File: src/rtl/ads5404_bringup_ctrl.sv
// Power-up / recovery sequencer for one ads5404_top: reset, PLL lock qualification with retry,
// per-lane IDELAY tap load, user_sync pulse, then RUN until lock is lost.
module ads5404_bringup_ctrl #(
    parameter int unsigned RST_CYCLES   = 64,
    parameter int unsigned LOCK_STABLE  = 16,
    parameter int unsigned LOCK_TIMEOUT = 65536,
    parameter int unsigned SYNC_CYCLES  = 16,
    parameter int unsigned MAX_RETRY    = 3
) (
    input  logic        clk,
    input  logic        rst,
    input  logic        start,
    input  logic        pll_locked,
    input  logic [4:0]  cfg_tap_a,
    input  logic [4:0]  cfg_tap_b,
    output logic        user_rst,
    output logic        user_sync,
    output logic        user_enable,
    output logic [31:0] idelay_val,
    output logic [31:0] idelay_ctrl,
    output logic        ready,
    output logic        error,
    output logic        lock_lost,
    output logic [1:0]  retry_cnt,
    output logic [2:0]  state
);

    localparam int unsigned RW = $clog2(RST_CYCLES + 1);
    localparam int unsigned SW = $clog2(LOCK_STABLE + 1);
    localparam int unsigned TW = $clog2(LOCK_TIMEOUT + 1);
    localparam int unsigned YW = $clog2(SYNC_CYCLES + 1);

    localparam logic [RW-1:0] RST_LAST  = RW'(RST_CYCLES - 1);
    localparam logic [SW-1:0] STAB_MAX  = SW'(LOCK_STABLE);
    localparam logic [TW-1:0] TO_MAX    = TW'(LOCK_TIMEOUT);
    localparam logic [YW-1:0] SYNC_LAST = YW'(SYNC_CYCLES - 1);
    localparam logic [1:0]    RETRY_MAX = 2'(MAX_RETRY);
    localparam logic [4:0]    LANE_LAST = 5'd31;

    typedef enum logic [2:0] {
        S_IDLE  = 3'd0,
        S_RESET = 3'd1,
        S_WAIT  = 3'd2,
        S_LOAD  = 3'd3,
        S_SYNC  = 3'd4,
        S_RUN   = 3'd5,
        S_ERROR = 3'd6
    } state_t;

    state_t        st_q, st_d;
    logic          lk_meta, lk_s;
    logic [RW-1:0] rst_cnt_q, rst_cnt_d;
    logic [SW-1:0] stab_q, stab_d;
    logic [TW-1:0] to_q, to_d;
    logic [YW-1:0] sy_q, sy_d;
    logic [4:0]    lane_q, lane_d;
    logic          ph_q, ph_d;
    logic [1:0]    retry_d;
    logic          lock_lost_d;
    logic          user_rst_d, user_sync_d, user_enable_d, ready_d, error_d;
    logic [31:0]   idelay_val_d, idelay_ctrl_d;

    assign state = st_q;

    // Two-flop synchroniser for the asynchronous PLL lock
    always_ff @(posedge clk or posedge rst) begin
        if (rst) begin
            lk_meta <= 1'b0;
            lk_s    <= 1'b0;
        end else begin
            lk_meta <= pll_locked;
            lk_s    <= lk_meta;
        end
    end

    always_ff @(posedge clk or posedge rst) begin
        if (rst) begin
            st_q        <= S_IDLE;
            rst_cnt_q   <= '0;
            stab_q      <= '0;
            to_q        <= '0;
            sy_q        <= '0;
            lane_q      <= '0;
            ph_q        <= 1'b0;
            retry_cnt   <= '0;
            lock_lost   <= 1'b0;
            user_rst    <= 1'b1;
            user_sync   <= 1'b0;
            user_enable <= 1'b0;
            ready       <= 1'b0;
            error       <= 1'b0;
            idelay_val  <= '0;
            idelay_ctrl <= '0;
        end else begin
            st_q        <= st_d;
            rst_cnt_q   <= rst_cnt_d;
            stab_q      <= stab_d;
            to_q        <= to_d;
            sy_q        <= sy_d;
            lane_q      <= lane_d;
            ph_q        <= ph_d;
            retry_cnt   <= retry_d;
            lock_lost   <= lock_lost_d;
            user_rst    <= user_rst_d;
            user_sync   <= user_sync_d;
            user_enable <= user_enable_d;
            ready       <= ready_d;
            error       <= error_d;
            idelay_val  <= idelay_val_d;
            idelay_ctrl <= idelay_ctrl_d;
        end
    end

    always_comb begin
        st_d          = st_q;
        rst_cnt_d     = rst_cnt_q;
        stab_d        = stab_q;
        to_d          = to_q;
        sy_d          = sy_q;
        lane_d        = lane_q;
        ph_d          = ph_q;
        retry_d       = retry_cnt;
        lock_lost_d   = lock_lost;
        user_rst_d    = 1'b1;
        user_sync_d   = 1'b0;
        user_enable_d = 1'b0;
        ready_d       = 1'b0;
        error_d       = 1'b0;
        idelay_val_d  = '0;
        idelay_ctrl_d = '0;

        case (st_q)
            S_IDLE, S_ERROR: begin
                if (start) begin
                    st_d        = S_RESET;
                    retry_d     = '0;
                    lock_lost_d = 1'b0;
                end
            end
            S_RESET: begin
                if (rst_cnt_q == RST_LAST) st_d = S_WAIT;
                else rst_cnt_d = rst_cnt_q + RW'(1);
            end
            S_WAIT: begin
                // A stable lock on the timeout cycle still wins
                stab_d = lk_s ? stab_q + SW'(1) : '0;
                to_d   = to_q + TW'(1);
                if (stab_d == STAB_MAX) begin
                    st_d = S_LOAD;
                end else if (to_d == TO_MAX) begin
                    retry_d = retry_cnt + 2'd1;
                    st_d    = (retry_d == RETRY_MAX) ? S_ERROR : S_RESET;
                end
            end
            S_LOAD: begin
                if (!lk_s) begin
                    st_d = S_RESET;
                end else if (!ph_q) begin
                    ph_d = 1'b1;
                end else if (lane_q == LANE_LAST) begin
                    st_d = S_SYNC;
                end else begin
                    lane_d = lane_q + 5'd1;
                    ph_d   = 1'b0;
                end
            end
            S_SYNC: begin
                if (!lk_s) st_d = S_RESET;
                else if (sy_q == SYNC_LAST) st_d = S_RUN;
                else sy_d = sy_q + YW'(1);
            end
            S_RUN: begin
                if (!lk_s) begin
                    lock_lost_d = 1'b1;
                    st_d        = S_RESET;
                end
            end
            default: st_d = S_IDLE;
        endcase

        // Per-state counters restart on entry
        if (st_d != st_q) begin
            case (st_d)
                S_RESET: rst_cnt_d = '0;
                S_WAIT: begin
                    to_d   = '0;
                    stab_d = '0;
                end
                S_LOAD: begin
                    lane_d = '0;
                    ph_d   = 1'b0;
                end
                S_SYNC:  sy_d = '0;
                S_RUN:   retry_d = '0;
                default: ;
            endcase
        end

        user_rst_d    = (st_d == S_IDLE) || (st_d == S_RESET) || (st_d == S_ERROR);
        user_enable_d = (st_d != S_IDLE) && (st_d != S_ERROR);
        user_sync_d   = (st_d == S_SYNC);
        ready_d       = (st_d == S_RUN);
        error_d       = (st_d == S_ERROR);

        // Tap is sampled on the first cycle of a lane and held through its strobe cycle
        if (st_d == S_LOAD) begin
            if (!ph_d) begin
                idelay_val_d = {27'b0, lane_d[4] ? cfg_tap_b : cfg_tap_a};
            end else begin
                idelay_val_d  = idelay_val;
                idelay_ctrl_d = 32'(1) << lane_d;
            end
        end
    end

endmodule

File: config.mk
export PLATFORM = sky130hd
export DESIGN_NAME = ads5404_bringup_ctrl
export DESIGN_NICKNAME = d
export VERILOG_FILES = /design/src/rtl/ads5404_bringup_ctrl.sv
export SDC_FILE = /design/constraint.sdc
export NUM_CORES = 1
export LEC_CHECK = 0
export ABC_AREA = 1
export BUFFER_PORTS_ARGS = -buffer_cell sky130_fd_sc_hd__buf_2
export CORE_ASPECT_RATIO = 0.7
export CORE_MARGIN = 1.5
export CORE_UTILIZATION = 45
export DETAILED_ROUTE_END_ITERATION = 7
export PLACE_DENSITY = 0.68
export REMOVE_ABC_BUFFERS = 1
export SLEW_MARGIN = 20
export SYNTH_ARGS = -nofsm -noshare
export SYNTH_HDL_FRONTEND = slang
export SYNTH_SLANG_ARGS = --single-unit
File: constraint.sdc
create_clock -name clk -period 5 [get_ports clk]
set_input_delay 0.5 -clock clk [delete_from_list [all_inputs] [get_ports clk]]
set_output_delay 0.5 -clock clk [all_outputs]
set_load 0.01 [all_outputs]
==> impl_results.md, run 1 <==
* Clk Latency, worst-skew pair at roughly 0.34 ns
* Hold depth at 1
* IO Port Bufs at approximately 60
* Final net count at ~670
* Synth warnings at 0
* Die X at roughly 130 um
* Status: finished, final reports clean
* Final period utilization at 64.76%
* Final max-slew violation count at 0
* Hold Vio Cnt, Final at 0
* Core area at 10,360 um^2
* Via count at about 4,000
* Register area share after synthesis at between 40% and 50%
* Critical path capture point type: flop
* Critical path origin: to_q[1]$_DFF_PP0_
* Placed cell area at 5124 um^2
* Worst R2R Path Depth at 23
* Mapped Cells at 585
* Max Cap Viol at 0
* Boundary pin count at 89
* Crit path DAT at 3.50 ns
* P per Cell Area at approximately 300 nW/um^2
* Max Buffers Root-to-Sink at 2
* Number of synthesized flops with an enable pin at 0
* Maximum clock rate at between 0.3 and 0.4 GHz
* Post-CTS sizing at 0
* Highest net fanout along the worst path at 16
* Area share of the largest cell type after synthesis at a little under half
* Total Wirelength at about 10,000 um
* Synth top area cells: dfrtp_1 (46%), nand2_1 (8.2%), inv_1 (5.8%)
* Fin crit period at 3.238 ns
* Die Area at approximately 11,000 um^2
* # clock sinks at 90
* Worst reg-to-reg setup slack at around 1.8 ns
* Hold-fix buffers, CTS at 0
* GRT Resource Usage Total at approximately a fifth
* Sequential cell area at between 2000 and 2500 um^2
* Leading area contributor after synthesis: dfrtp_1
* GRT overflow at 0
* CTS buffer count at 9
* Yosys cell types at 44
* H-tree depth at 3
* Rel. slew slack at a little under half
* Post-Layout Inst Area at 5418 um^2
* Worst-Margin Slew at roughly 0.81 ns
* Gpl congestion at slightly below 0.9
* Post CTS Setup Buffer Count at 0
* Largest net degree at the start of global routing at just under 50
* Initial drt markers at between 200 and 300
* Post-synthesis register bit count at 90
* Setup TNS at 0 ns
* CTS tree: done
* Crit Path Category: flop to flop
* Layout cells sized above 1 at 17.18%
* Fillers at 962
* Hold_sp: pll_locked
* Main flop type after synthesis: dfrtp_1
* Worst Hold Path EP: lk_meta$_DFF_PP0_
* Core Rows at 31
* Reg-to-reg endpoint: idelay_ctrl[8]$_DFF_PP0_
* First-pass GRT wire length at approximately 17,000 um
* Vias in the first global route at 3,454
* Worst-path clk slew at roughly 0.06 ns
* Routed len/inst at about 13 um
* Static Leakage at 0.002821 uW
* Data required, critical path at 5.26 ns
* Antenna cell count at 0
* Final Core Density at a little over half
* Worst Skew at roughly 0.0083 ns
* Root Buffer: clkbuf_16
* Setup-failing EPs final at 0
* Reg-to-Reg Start: to_q[1]$_DFF_PP0_
* Syn avg cell area at about 8 um^2
* Pre-antenna DRT Iters at 4
* Worst Setup Start Kind: flop
* Die Ht at slightly below 90 um
* Worst hold path class: input pin to flop
* Initial antenna violation count at 0
* DRC violations left at 0
* HPWL Detailed at ~7400 um
* Synth Cell Area at ~4800 um^2
* VDD IR-drop max at approximately 0.23 mV
* Routed Antenna Nets at 0
* Avg Vias per Cell at 5.004
* RSZ-0062 raised after global routing: false
* Area delta synth->final at 12.61%
* Fraction of registers with async set/reset at 100.0%
* Multi-input gate area at approximately 2100 um^2
* Starting Density at a little under half
[placed cells by master (no fill, tap or decap), types with 3 or more instances in the layout]
cell	instances
nand2_1	105
dfrtp_1	89
inv_1	73
nor2_1	73
buf_2	61
nand3_1	42
nor3_1	32
conb_1	27
o21ai_0	22
a21oi_1	14
nand4_1	13
xor2_1	10
a211oi_1	9
clkbuf_16	9
nor2_2	8
nand2_2	7
ha_1	7
nand3b_1	4
o211ai_1	4
nand2_4	3
clkinv_2	3
buf_4	3
[cell type report]
cell class	instances	share of cell area, %
Inverter	77	5.404
Timing Repair Buffer	64	6.051
Clock buffer	10	4.226
Sequential cell	90	41.59
Tap cell	132	3.048
Multi-Input combinational cell	405	38.48
Clock inverter	6	1.201
[power breakdown]
| part | internal (uW) | switching, uW |
|---|---|---|
| combinational | 56.2 | 110 |
| sequential | 755 | 25.0 |
| clock | 389 | 280 |
[kinds of logic after synthesis]
logic type / Yosys count / share of synthesized area (%)
compound gates: 59 / 7.386
xor+xnor: 13 / 2.523
fa+ha+maj: 7 / 1.820
buf+inv: 116 / 11.86
flops: 90 / 46.84
mux: 2 / 0.4161
other cells: 1 / 0.07795
simple gates: 297 / 29.08
[cells in the mapped netlist (all sizes together) (4+ instances only)]
| cell type | n |
|---|---|
| inv | 76 |
| ha | 7 |
| nor2 | 83 |
| nor3 | 32 |
| nand2 | 115 |
| o21ai | 24 |
| xor2 | 11 |
| nand3 | 43 |
| buf | 32 |
| clkbuf | 7 |
| dfrtp | 89 |
| a211oi | 9 |
| nand4 | 15 |
| a21oi | 14 |
| o211ai | 4 |
| nand3b | 4 |
[critical path: stages (launching register included)]
cell and delay [ns]:
dfrtp_1 0.41, ha_1 0.24, nand3_1 0.17, nor2_1 0.20, nand3_1 0.09, nand2_1 0.06, nand2_1 0.06, nor2_1 0.14
nand2_1 0.08, nor2_2 0.10, nand2_1 0.11, nand2_1 0.07, nand2_1 0.06, nand2_2 0.08, nand2_2 0.09, nand2_1 0.11
nand2_1 0.05, nor2_1 0.08, nand2_1 0.09, nand2_4 0.17, nand2_4 0.16, inv_2 0.24, nand2_1 0.11, nor2_1 0.15
[metrics by stage]
| stage | std cells | total power (uW) | setup slack, ns | hold slack [ns] |
|---|---|---|---|---|
| 2_1_floorplan | 572 | 914.7 | 1.672 | 0.3312 |
| 3_3_place_gp | 768 | 953.3 | 1.970 | 0.3394 |
| 3_5_place_dp | 768 | 958.4 | 1.819 | 0.3370 |
| 4_1_cts | 784 | 1639 | 1.801 | 0.2558 |
| 5_1_grt | 784 | 1692 | 1.386 | 0.2655 |
| 6_report | 784 | 1616 | 1.762 | 0.2737 |
[state kept, by name, summed over array words and instances (netlist names)]
register     flops
idelay_ctrl     32
stab_q           5
to_q            17
ready            1
lk_meta          1
lk_s             1
state            3
user_enable      1
retry_cnt        2
lane_q           5
user_rst         1
sy_q             5
rst_cnt_q        7
lock_lost        1
ph_q             1
error            1
user_sync        1
idelay_val       5
[worst max-delay path by stage]
stage	endpoint	slack (ns)	depth (start not counted)
4_1_cts	idelay_ctrl[28]$_DFF_PP0_	1.80	22
2_1_floorplan	idelay_ctrl[28]$_DFF_PP0_	1.67	16
5_1_grt	idelay_ctrl[28]$_DFF_PP0_	1.39	23
6_report	idelay_ctrl[8]$_DFF_PP0_	1.76	23
3_5_place_dp	idelay_ctrl[8]$_DFF_PP0_	1.82	23
3_3_place_gp	idelay_ctrl[28]$_DFF_PP0_	1.97	23
[layer usage]
layer | wire, um | track usage, %
met1 | 5273 | 27.48
met2 | 4165 | 27.32
met3 | 535 | 3.651
met4 | 164 | 7.001
met5 | 0 | 0
No activity file was read; power rests on OpenSTA's default activity.
==> inputs of run 2 (changes only) <==
- clock period: 5 -> 3 ns (I/O delays scaled with it)
==> run 2 against run 1 <==
  * Clock-buffer cell count did not move
  * Total power up 72%
  * Global-route usage up 0.49 points
  * Clock skew is 0.0023 ns lower
==> impl_results.md, run 2 (synthesized netlist as in run 1, its figures left out) <==
* Status: finished, final reports clean
* Maximum clock rate at 0.3416 GHz (+11%)
* Crit path DAT at 3.18 ns (-0.32 ns)
* DRC violations left at 0 (unchanged)
* Most frequent cells in the layout: nand2_1 (93), dfrtp_1 (85), inv_1 (72), buf_2 (61), nor2_1 (58)
* GR peak layer: met2
* Die X at 126.6 um (unchanged)
* Avg Vias per Cell at 5.111 (+2.1%)
* Highest net fanout along the worst path at 8 (-8)
* VDD IR-drop max at 0.4346 mV (+89%)
* CTS tree: done
* First-pass GRT wire length at 16,940 um (+2.0%)
* Root Buffer: clkbuf_16
* Total Wirelength at 11,750 um (+16%)
* Fillers at 887 (-7.8%)
* IO Port Bufs at 61 (unchanged)
* Gpl congestion at 0.8471 (-4.2%)
* Register bank with the most flops: idelay_ctrl
* Top cell family by delay on the critical path: simple AND/OR/NAND/NOR gates
* Max reg flops at 32 (unchanged)
* Routed len/inst at 14.29 um (+11%)
* Met2 usage at 29.76% (+2.4 points)
* Worst-Margin Slew at 0.6790 ns (-0.1356 ns)
* Worst Setup Start Kind: flop
* Critical path capture point type: flop
* # clock sinks at 90 (unchanged)
* Initial drt markers at 436 (+47%)
* HPWL Detailed at 7600 um (+3.1%)
* Setup-failing EPs final at 0 (unchanged)
* Routed Antenna Nets at 0 (unchanged)
* GR Layer Usage met1 at 26.89% (-0.59 points)
* Top flop regs: idelay_ctrl: 32 flops, to_q: 17 flops, rst_cnt_q: 7 flops
* Die Ht at 89.51 um (unchanged)
* GRT overflow at 0 (unchanged)
* Initial antenna violation count at 0 (unchanged)
* WHS at 0.02533 ns (-0.2483 ns)
* Hold Vio Cnt, Final at 0 (unchanged)
* Static Leakage at 0.003059 uW (+8.5%)
* Worst-path clk slew at 0.07 ns (about the same)
* Tot Pwr at 2774 uW (+72%)
* Starting Density at 46.45% (unchanged)
* Largest net degree at the start of global routing at 40 (-18%)
* Pre-antenna DRT Iters at 5 (+1)
* Final max-slew violation count at 0 (unchanged)
* RSZ-0062 raised after global routing: true
* H-tree depth at 3 (unchanged)
* Vias in the first global route at 3,587 (+3.9%)
* Critical path cell sequence: ha_4 -> nand2_4 -> nor2_4 -> nand2_2 -> nor2_4 -> nand3b_1 -> nand2_1 -> nand2_2 -> nor2_4 -> nand3_2 -> nand2_1 -> nand2_1 -> nand2_2 -> nand2_4 -> nand2_4 -> nand2_4 -> nor2_8 -> buf_12 -> nand4_4 -> nor3_1
* Data required, critical path at 3.25 ns (-2.01 ns)
* Final Core Density at 59.47% (+7.2 points)
* Die Area at 11,330 um^2 (unchanged)
* CP most frequent cell: nand2_4
* CP bufs+invs at 1 (unchanged)
* Max stage delay on crit path at 0.43 ns (+0.02 ns)
* Core Rows at 31 (unchanged)
* Met3 usage at 4.668% (+1.0 points)
* Via count at 4,201 (+7.1%)
* Final net count at 706 (+5.7%)
* Clk Latency, worst-skew pair at 0.35 ns (about the same)
* Commonest non-fill, non-tap cell in the layout: nand2_1
* Layout cells sized above 1 at 30.43% (+13 points)
* Worst Skew at 0.005941 ns (-0.002349 ns)
* Final period utilization at 97.59% (+33 points)
* CTS buffer count at 9 (unchanged)
* Fin crit period at 2.928 ns (-0.3105 ns)
* Max Cap Viol at 0 (unchanged)
* Core area at 10,360 um^2 (unchanged)
* Rel. slew slack at 54.68% (+9.1 points)
* Worst hold path class: input pin to asynchronous set/reset pin
* Boundary pin count at 89 (unchanged)
* Max Buffers Root-to-Sink at 2 (unchanged)
* Crit Path Category: flop to flop
* Hold-fix buffers, CTS at 0 (unchanged)
* Slowest CP cell: dfrtp_2
* GRT Resource Usage Total at 19.16% (+0.49 points)
* P per Cell Area at 450.5 nW/um^2 (+51%)
* Area delta synth->final at 28.01%
* Antenna cell count at 0 (unchanged)
-- run 2: per-stage QoR --
step | setup slack, ns | area (um^2) | TNS (ns) | std cells
5_1_grt | -0.1541 | 6158 | -3.837 | 822
3_5_place_dp | 0.03236 | 5206 | 0 | 779
4_1_cts | 0.02152 | 5493 | 0 | 795
6_report | 0.07236 | 6158 | 0 | 822
3_3_place_gp | 0.1016 | 5206 | 0 | 779
2_1_floorplan | -0.3283 | 4629 | -11.13 | 572
-- run 2: worst paths after layout --
path,from,end,slack (ns),cells past startpoint
worst max-delay path,to_q[1]$_DFF_PP0_,idelay_ctrl[21]$_DFF_PP0_,0.07,20
min in group clk,pll_locked,lk_meta$_DFF_PP0_,0.07,1
worst min register to register,lk_meta$_DFF_PP0_,lk_s$_DFF_PP0_,0.35,0
max in group asynchronous,rst,lane_q[1]$_DFF_PP0_,2.16,3
worst max register to register,to_q[1]$_DFF_PP0_,idelay_ctrl[21]$_DFF_PP0_,0.07,20
worst min-delay path,rst,lk_s$_DFF_PP0_,0.03,2
-- run 2: area by class of cell --
cell class	count	area (um^2)	area share, %
multi-input cells	408	2505	40.67
flip-flops and latches	90	2258	36.67
repair buffers	99	640.6	10.40
inverters	77	310.3	5.039
clock buffers	10	229.0	3.718
well taps	132	165.2	2.682
clock inverters	6	50.05	0.8127
-- run 2: power by group --
group	internal, uW	switching, uW	total [uW]
clock	572	490	1060
sequential	1260	41.3	1300
combinational	164	249	413
total	1990	780	2770
-- run 2: worst register-to-register path, cell delays in order, from the launching register on --
cell and delay (ns):
dfrtp_2 0.43, ha_4 0.19, nand2_4 0.06, nor2_4 0.15, nand2_2 0.09, nor2_4 0.16
nand3b_1 0.09, nand2_1 0.09, nand2_2 0.07, nor2_4 0.13, nand3_2 0.10, nand2_1 0.08
nand2_1 0.06, nand2_2 0.11, nand2_4 0.11, nand2_4 0.10, nand2_4 0.07, nor2_8 0.18
buf_12 0.14, nand4_4 0.21, nor3_1 0.23
-- run 2: layer usage --
metal  part of all wire, %  vias up  routed length, um
met5                     0        -                  0
met4                   1.1        0                127
met3                   7.3       12                856
met2                    45      164               5259
met1                    47     1978               5505
li1                      -     2047                  -
-- run 2: repair_timing --
| item | 4_1_cts | 5_1_grt |
|---|---|---|
| endpoints found under the setup margin | 1 | 50 |
| pin swaps | 0 | 33 |
| gates resized for setup | 2 | 100 |
| setup buffers | 0 | 23 |
| gates cloned | 0 | 4 |
| hold endpoints to repair | 0 | 0 |
